File: config.mk
export PLATFORM = sky130hd
export DESIGN_NAME = ifu_fetch
export DESIGN_NICKNAME = d
export VERILOG_FILES = /design/src/rtl/ifu_fetch.sv
export SDC_FILE = /design/constraint.sdc
export NUM_CORES = 1
export LEC_CHECK = 0
export ABC_CLOCK_PERIOD_IN_PS = 1700
export BUFFER_PORTS_ARGS = -buffer_cell sky130_fd_sc_hd__buf_2
export CAP_MARGIN = 30
export CORE_UTILIZATION = 40
export CTS_BUF_LIST = sky130_fd_sc_hd__clkbuf_8
export CTS_CLUSTER_DIAMETER = 120
export DETAILED_ROUTE_END_ITERATION = 12
export PLACE_DENSITY = 0.69
export SLEW_MARGIN = 20
export SYNTH_ARGS = -nofsm -noshare
export SYNTH_HDL_FRONTEND = slang
export SYNTH_SLANG_ARGS = --single-unit
File: constraint.sdc
create_clock -name clk -period 1.7 [get_ports clk]
set_input_delay 0.255 -clock clk [delete_from_list [all_inputs] [get_ports clk]]
set_output_delay 0.255 -clock clk [all_outputs]
set_load 0.1 [all_outputs]
File: src/rtl/ifu_fetch.sv
// ifu_fetch: fetch stage between the PC register and decode.
// Issues one instruction-bus request at a time and waits for its response.
// The fetched word and its PC reach decode through a valid/ready register.
// Drives the PC hold flag and squashes in-flight work on a jump.
// Ports:
//   clk, rst (sync, active-low)
//   pc_in, jump_flag_in, pc_hold_out              : PC register side
//   ibus_req_valid_out/addr_out, ibus_req_ready_in : request channel
//   ibus_rsp_valid_in/data_in/err_in               : response channel
//   id_valid_out, id_ready_in                      : decode handshake
//   id_inst_out, id_pc_out, id_exc_out             : decode payload
//   id_exc_out codes: 0 none, 1 misaligned, 2 bus error, 3 timeout
module ifu_fetch #(
  parameter logic [31:0] NOP_INST     = 32'h0000_0013,
  parameter int unsigned RESP_TIMEOUT = 16
) (
  input  logic        clk,
  input  logic        rst,
  input  logic [31:0] pc_in,
  input  logic        jump_flag_in,
  output logic        pc_hold_out,
  output logic        ibus_req_valid_out,
  output logic [31:0] ibus_req_addr_out,
  input  logic        ibus_req_ready_in,
  input  logic        ibus_rsp_valid_in,
  input  logic [31:0] ibus_rsp_data_in,
  input  logic        ibus_rsp_err_in,
  output logic        id_valid_out,
  input  logic        id_ready_in,
  output logic [31:0] id_inst_out,
  output logic [31:0] id_pc_out,
  output logic [1:0]  id_exc_out
);

  typedef enum logic [1:0] {
    S_REQ,
    S_WAIT,
    S_OUT
  } state_e;

  localparam int unsigned CW =
    (RESP_TIMEOUT > 1) ? $clog2(RESP_TIMEOUT) : 1;
  localparam logic [CW-1:0] TMO_LAST = CW'(RESP_TIMEOUT - 1);
  localparam logic TMO_EN = (RESP_TIMEOUT != 0);

  state_e        state_q, state_d;
  logic          drop_q, drop_d;
  logic [CW-1:0] tmo_q, tmo_d;
  logic [31:0]   pc_q, pc_d;
  logic          id_valid_q, id_valid_d;
  logic [31:0]   id_inst_q, id_inst_d;
  logic [31:0]   id_pc_q, id_pc_d;
  logic [1:0]    id_exc_q, id_exc_d;

  logic aligned;
  logic req_valid;
  logic hs;
  logic squash;
  logic tmo_hit;

  assign aligned   = (pc_in[1:0] == 2'b00);
  // rst gates the request so reset holds the bus idle from the first cycle
  assign req_valid = rst & (state_q == S_REQ)
                   & ~jump_flag_in & aligned;
  assign hs        = req_valid & ibus_req_ready_in;
  // a jump in the response cycle makes that response wrong-path too
  assign squash    = drop_q | jump_flag_in;
  assign tmo_hit   = TMO_EN & (tmo_q == TMO_LAST);

  assign ibus_req_valid_out = req_valid;
  assign ibus_req_addr_out  = pc_in;
  assign pc_hold_out        = ~hs;
  assign id_valid_out       = id_valid_q;
  assign id_inst_out        = id_inst_q;
  assign id_pc_out          = id_pc_q;
  assign id_exc_out         = id_exc_q;

  always_comb begin
    state_d    = state_q;
    drop_d     = drop_q;
    tmo_d      = '0;
    pc_d       = pc_q;
    id_valid_d = id_valid_q;
    id_inst_d  = id_inst_q;
    id_pc_d    = id_pc_q;
    id_exc_d   = id_exc_q;
    unique case (state_q)
      S_REQ: begin
        // late response of a timed-out request
        if (ibus_rsp_valid_in) drop_d = 1'b0;
        if (!jump_flag_in) begin
          if (!aligned) begin
            state_d    = S_OUT;
            id_valid_d = 1'b1;
            id_inst_d  = NOP_INST;
            id_pc_d    = pc_in;
            id_exc_d   = 2'd1;
          end else if (hs) begin
            state_d = S_WAIT;
            pc_d    = pc_in;
          end
        end
      end
      S_WAIT: begin
        if (ibus_rsp_valid_in) begin
          if (squash) begin
            drop_d  = 1'b0;
            state_d = S_REQ;
          end else begin
            state_d    = S_OUT;
            id_valid_d = 1'b1;
            id_inst_d  = ibus_rsp_data_in;
            id_pc_d    = pc_q;
            id_exc_d   = ibus_rsp_err_in ? 2'd2 : 2'd0;
          end
        end else if (tmo_hit) begin
          // response may still come; it must be ignored
          drop_d = 1'b1;
          if (squash) begin
            state_d = S_REQ;
          end else begin
            state_d    = S_OUT;
            id_valid_d = 1'b1;
            id_inst_d  = NOP_INST;
            id_pc_d    = pc_q;
            id_exc_d   = 2'd3;
          end
        end else begin
          tmo_d = tmo_q + 1'b1;
          if (jump_flag_in) drop_d = 1'b1;
        end
      end
      S_OUT: begin
        if (ibus_rsp_valid_in) drop_d = 1'b0;
        if (id_ready_in || jump_flag_in) begin
          state_d    = S_REQ;
          id_valid_d = 1'b0;
          id_inst_d  = NOP_INST;
          id_exc_d   = 2'd0;
        end
      end
      default: begin
        state_d = S_REQ;
      end
    endcase
  end

  always_ff @(posedge clk) begin
    if (!rst) begin
      state_q    <= S_REQ;
      drop_q     <= 1'b0;
      tmo_q      <= '0;
      pc_q       <= '0;
      id_valid_q <= 1'b0;
      id_inst_q  <= NOP_INST;
      id_pc_q    <= '0;
      id_exc_q   <= 2'd0;
    end else begin
      state_q    <= state_d;
      drop_q     <= drop_d;
      tmo_q      <= tmo_d;
      pc_q       <= pc_d;
      id_valid_q <= id_valid_d;
      id_inst_q  <= id_inst_d;
      id_pc_q    <= id_pc_d;
      id_exc_q   <= id_exc_d;
    end
  end

endmodule

==> results.py <==
metrics = {
    "clock_network": {
        "clk_pin_slew_ns": 0.10,
        "cts_buffers": 9,
        "root_buffer": "clkbuf_8",
        "cts_sinks": 106,
        "htree_levels": 3,
        "clockBufferDepth": 2,
        "clk_latency_ns": 0.37,
        "cts_tree": "built",
    },
    "placement": {
        "port_buffers": 171,
        "postPlaceCellArea_um2": 5520,
        "dpl.hpwl_um": 8250,
        "place.gp.congestion": 0.761,
        "dp_cells": 804,
    },
    "timing": {
        "setup_viol": 0,
        "worst_slew_pin_slew_ns": 0.510,
        "timing.final.crit_share": 0.989,
        "rsz0062_at_grt": "true",
        "report.final.hold_viol_count": 0,
        "fmax_mhz": 595,
        "tns_ns": 0,
        "max-slew-margin-rel": 0.662,
        "fin_crit_ns": 1.68,
        "fin_worst_skew_ns": 0.0118,
        "drv_slew": 0,
    },
    "layout": {
        "nets": 750,
        "final_cells": 826,
        "final_area_um2": 5860,
        "mostFrequentLayoutCells": "nand2_1, buf_2, dfxtp_1, mux2i_1",
        "syn2layout_area_growth_pct": 23.9,
        "final_common_cell": "nand2_1",
        "n_antenna_cell": 0,
        "drive_above_1_share": 0.337,
    },
    "routing": {
        "vias": 4215,
        "via_per_inst": 5.10,
        "drt_iter0_drc": 179,
        "dr.pass1.iters": 4,
        "wl_um": 12400,
        "drc_errors": 0,
        "wl_per_cell_um": 15.0,
        "route.antenna.remaining_nets": 0,
    },
    "synth": {
        "ys_ff_latch": 106,
        "synthCells": 548,
        "syn-num-nets": 620,
        "syn_area_um2": 4730,
        "avgSynthCellArea_um2": 8.64,
        "synth_warnings": 0,
        "ys_seq_area_frac": 0.448,
        "synth.distinct_cells": 35,
    },
    "run": {
        "maxCapViolations": 0,
    },
    "floorplanning": {
        "ioPinCount": 172,
        "num_rows": 39,
        "core-area_um2": 11500,
        "design.die.area_um2": 12300,
        "die_y_um": 111,
        "start_util": 0.413,
        "die_x_um": 111,
    },
    "pwr": {
        "ir_drop_uv": 522,
        "total_power_uw": 5700,
        "p_leak_uw": 0.00293,
        "cellPowerDensity_nw_per_um2": 972,
    },
    "setup_path": {
        "r2r_end": "id_pc_out[31]",
        "cp_common_cell": "buf_12",
        "cp_top_family": "flip-flops",
        "critical-path-max-stage-delay_ns": 0.36,
        "r2r_start": "state_q[0]",
        "cpMaxStageDelayCell": "dfxtp_2",
        "worstPathArrival_ns": 1.43,
        "critPathLaunchType": "register",
        "crit_type": "reg -> out",
        "crit_chain": "nor2_4, and4_4, inv_2, buf_12, buf_12",
        "required_ns": 1.44,
        "rr_worst_depth": 5,
        "critPathBufInv": 3,
        "cp.depth": 5,
        "cp-end-kind": "primary output",
        "crit_fanout": 12,
        "r2r_setup_slack_ns": 0.05,
    },
    "min_path": {
        "hp-class": "in -> reg",
        "hold_path_end": "id_inst_out[15]",
        "whs_path_depth": 3,
        "hold_start": "ibus_rsp_data_in[15]",
    },
    "grt": {
        "grt_pass1_wl_um": 19700,
        "grt_start_max_net_pins": 43,
        "overflow": 0,
        "antenna_found_initial": 0,
        "grt_pass1_vias": 3942,
        "grt_usage": 0.196,
    },
    "status": {
        "outcome": "complete, no violations",
    },
}
[registers in the layout, summed over array words and instances, names as in the netlist]
| name | cells |
|---|---|
| tmo_q | 4 |
| state_q | 2 |
| id_pc_out | 32 |
| drop_q | 1 |
| id_exc_out | 2 |
| id_inst_out | 32 |
| pc_q | 32 |
| id_valid_out | 1 |
[worst max path at each step]
stage / start / end
6_report: state_q[1] / pc_hold_out
4_1_cts: state_q[1] / ibus_req_valid_out
3_3_place_gp: tmo_q[0] / id_exc_out[0]
5_1_grt: state_q[1] / pc_hold_out
3_5_place_dp: tmo_q[0] / id_pc_out[7]
2_1_floorplan: tmo_q[0] / id_pc_out[22]
[final cells by class]
cell class,count,area (um2)
fillers,1080,5610
multi-input cells,364,2170
flip-flops and latches,106,2130
repair buffers,196,1160
well taps,143,179
clock buffers,12,165
clock inverters,4,50.0
inverters,1,3.75
[metrics by stage]
| stage | hold slack, ns | setup slack (ns) | util |
|---|---|---|---|
| 2_1_floorplan | 0.394 | 0.00825 | - |
| 3_3_place_gp | 0.432 | 0.0601 | 0.482 |
| 3_5_place_dp | 0.436 | 0.0273 | 0.482 |
| 4_1_cts | 0.102 | -0.0173 | 0.504 |
| 5_1_grt | 0.105 | -0.0368 | 0.511 |
| 6_report | 0.117 | 0.0192 | 0.511 |
[metal layers]
metal	share of wire	routed length, um	global-route usage	vias up
li1	-	-	-	2072
met1	0.44	5440	0.246	2005
met2	0.50	6260	0.332	121
met3	0.040	497	0.0410	17
met4	0.018	222	0.0702	0
met5	0	0	0	-
[cells by family (layout without fill, tap and decap cells)]
logic type | Yosys count | count (layout) | share of synthesized area
simple gates | 254 | 255 | 0.234
flops | 106 | 106 | 0.448
buf+inv | 79 | 213 | 0.104
compound gates | 72 | 72 | 0.135
mux | 34 | 34 | 0.0719
xor+xnor | 2 | 2 | 0.00370
fa+ha+maj | 1 | 1 | 0.00264
[cell usage after synthesis]
| cell type | count | area (um2) |
|---|---|---|
| nand3b_1 | 1 | 7.51 |
| o211a_1 | 32 | 320 |
| a21oi_1 | 1 | 5.00 |
| nor2b_1 | 5 | 31.3 |
| inv_1 | 1 | 3.75 |
| xnor2_1 | 1 | 8.76 |
| a32o_1 | 1 | 10.0 |
| o22ai_1 | 1 | 6.26 |
| buf_1 | 5 | 18.8 |
| buf_4 | 33 | 248 |
| or3_1 | 2 | 12.5 |
| dfxtp_1 | 106 | 2120 |
| clkbuf_1 | 26 | 97.6 |
| nand4_1 | 32 | 200 |
| nor4b_1 | 1 | 8.76 |
| nor3_1 | 3 | 15.0 |
| ha_1 | 1 | 12.5 |
| buf_6 | 9 | 101 |
| nand3_1 | 3 | 15.0 |
| a31o_2 | 1 | 8.76 |
| o221a_2 | 1 | 11.3 |
| and2_1 | 1 | 6.26 |
| nand2b_4 | 1 | 13.8 |
| nand2_1 | 186 | 698 |
| mux2i_1 | 34 | 340 |
| nor2_1 | 9 | 33.8 |
| nor2_2 | 1 | 6.26 |
| nand2b_1 | 1 | 6.26 |
| and4_1 | 1 | 8.76 |
| o21a_1 | 2 | 15.0 |
| a21boi_0 | 32 | 240 |
| o311a_4 | 1 | 21.3 |
| and3_1 | 7 | 43.8 |
| buf_2 | 5 | 25.0 |
| xor2_1 | 1 | 8.76 |
[timing repair]
action	4_1_cts	5_1_grt
cloned	0	3
buffers inserted	2	1
resized for setup	5	6
setup endpoints to repair	2	56
hold buffers	0	0
pin swaps	2	1
[power by group]
part	internal (uW)	total [uW]	switching, uW	leakage, uW
clock	801	1650	849	0.000110
combinational	322	1440	1120	0.00196
sequential	2560	2610	44.8	0.000864
total	3680	5700	2020	0.00293
[worst min-delay path, stage by stage]
cell,delay (ns)
buf_2,0.09
nand2_1,0.04
mux2i_1,0.05
(Power assumes the default switching activity.)
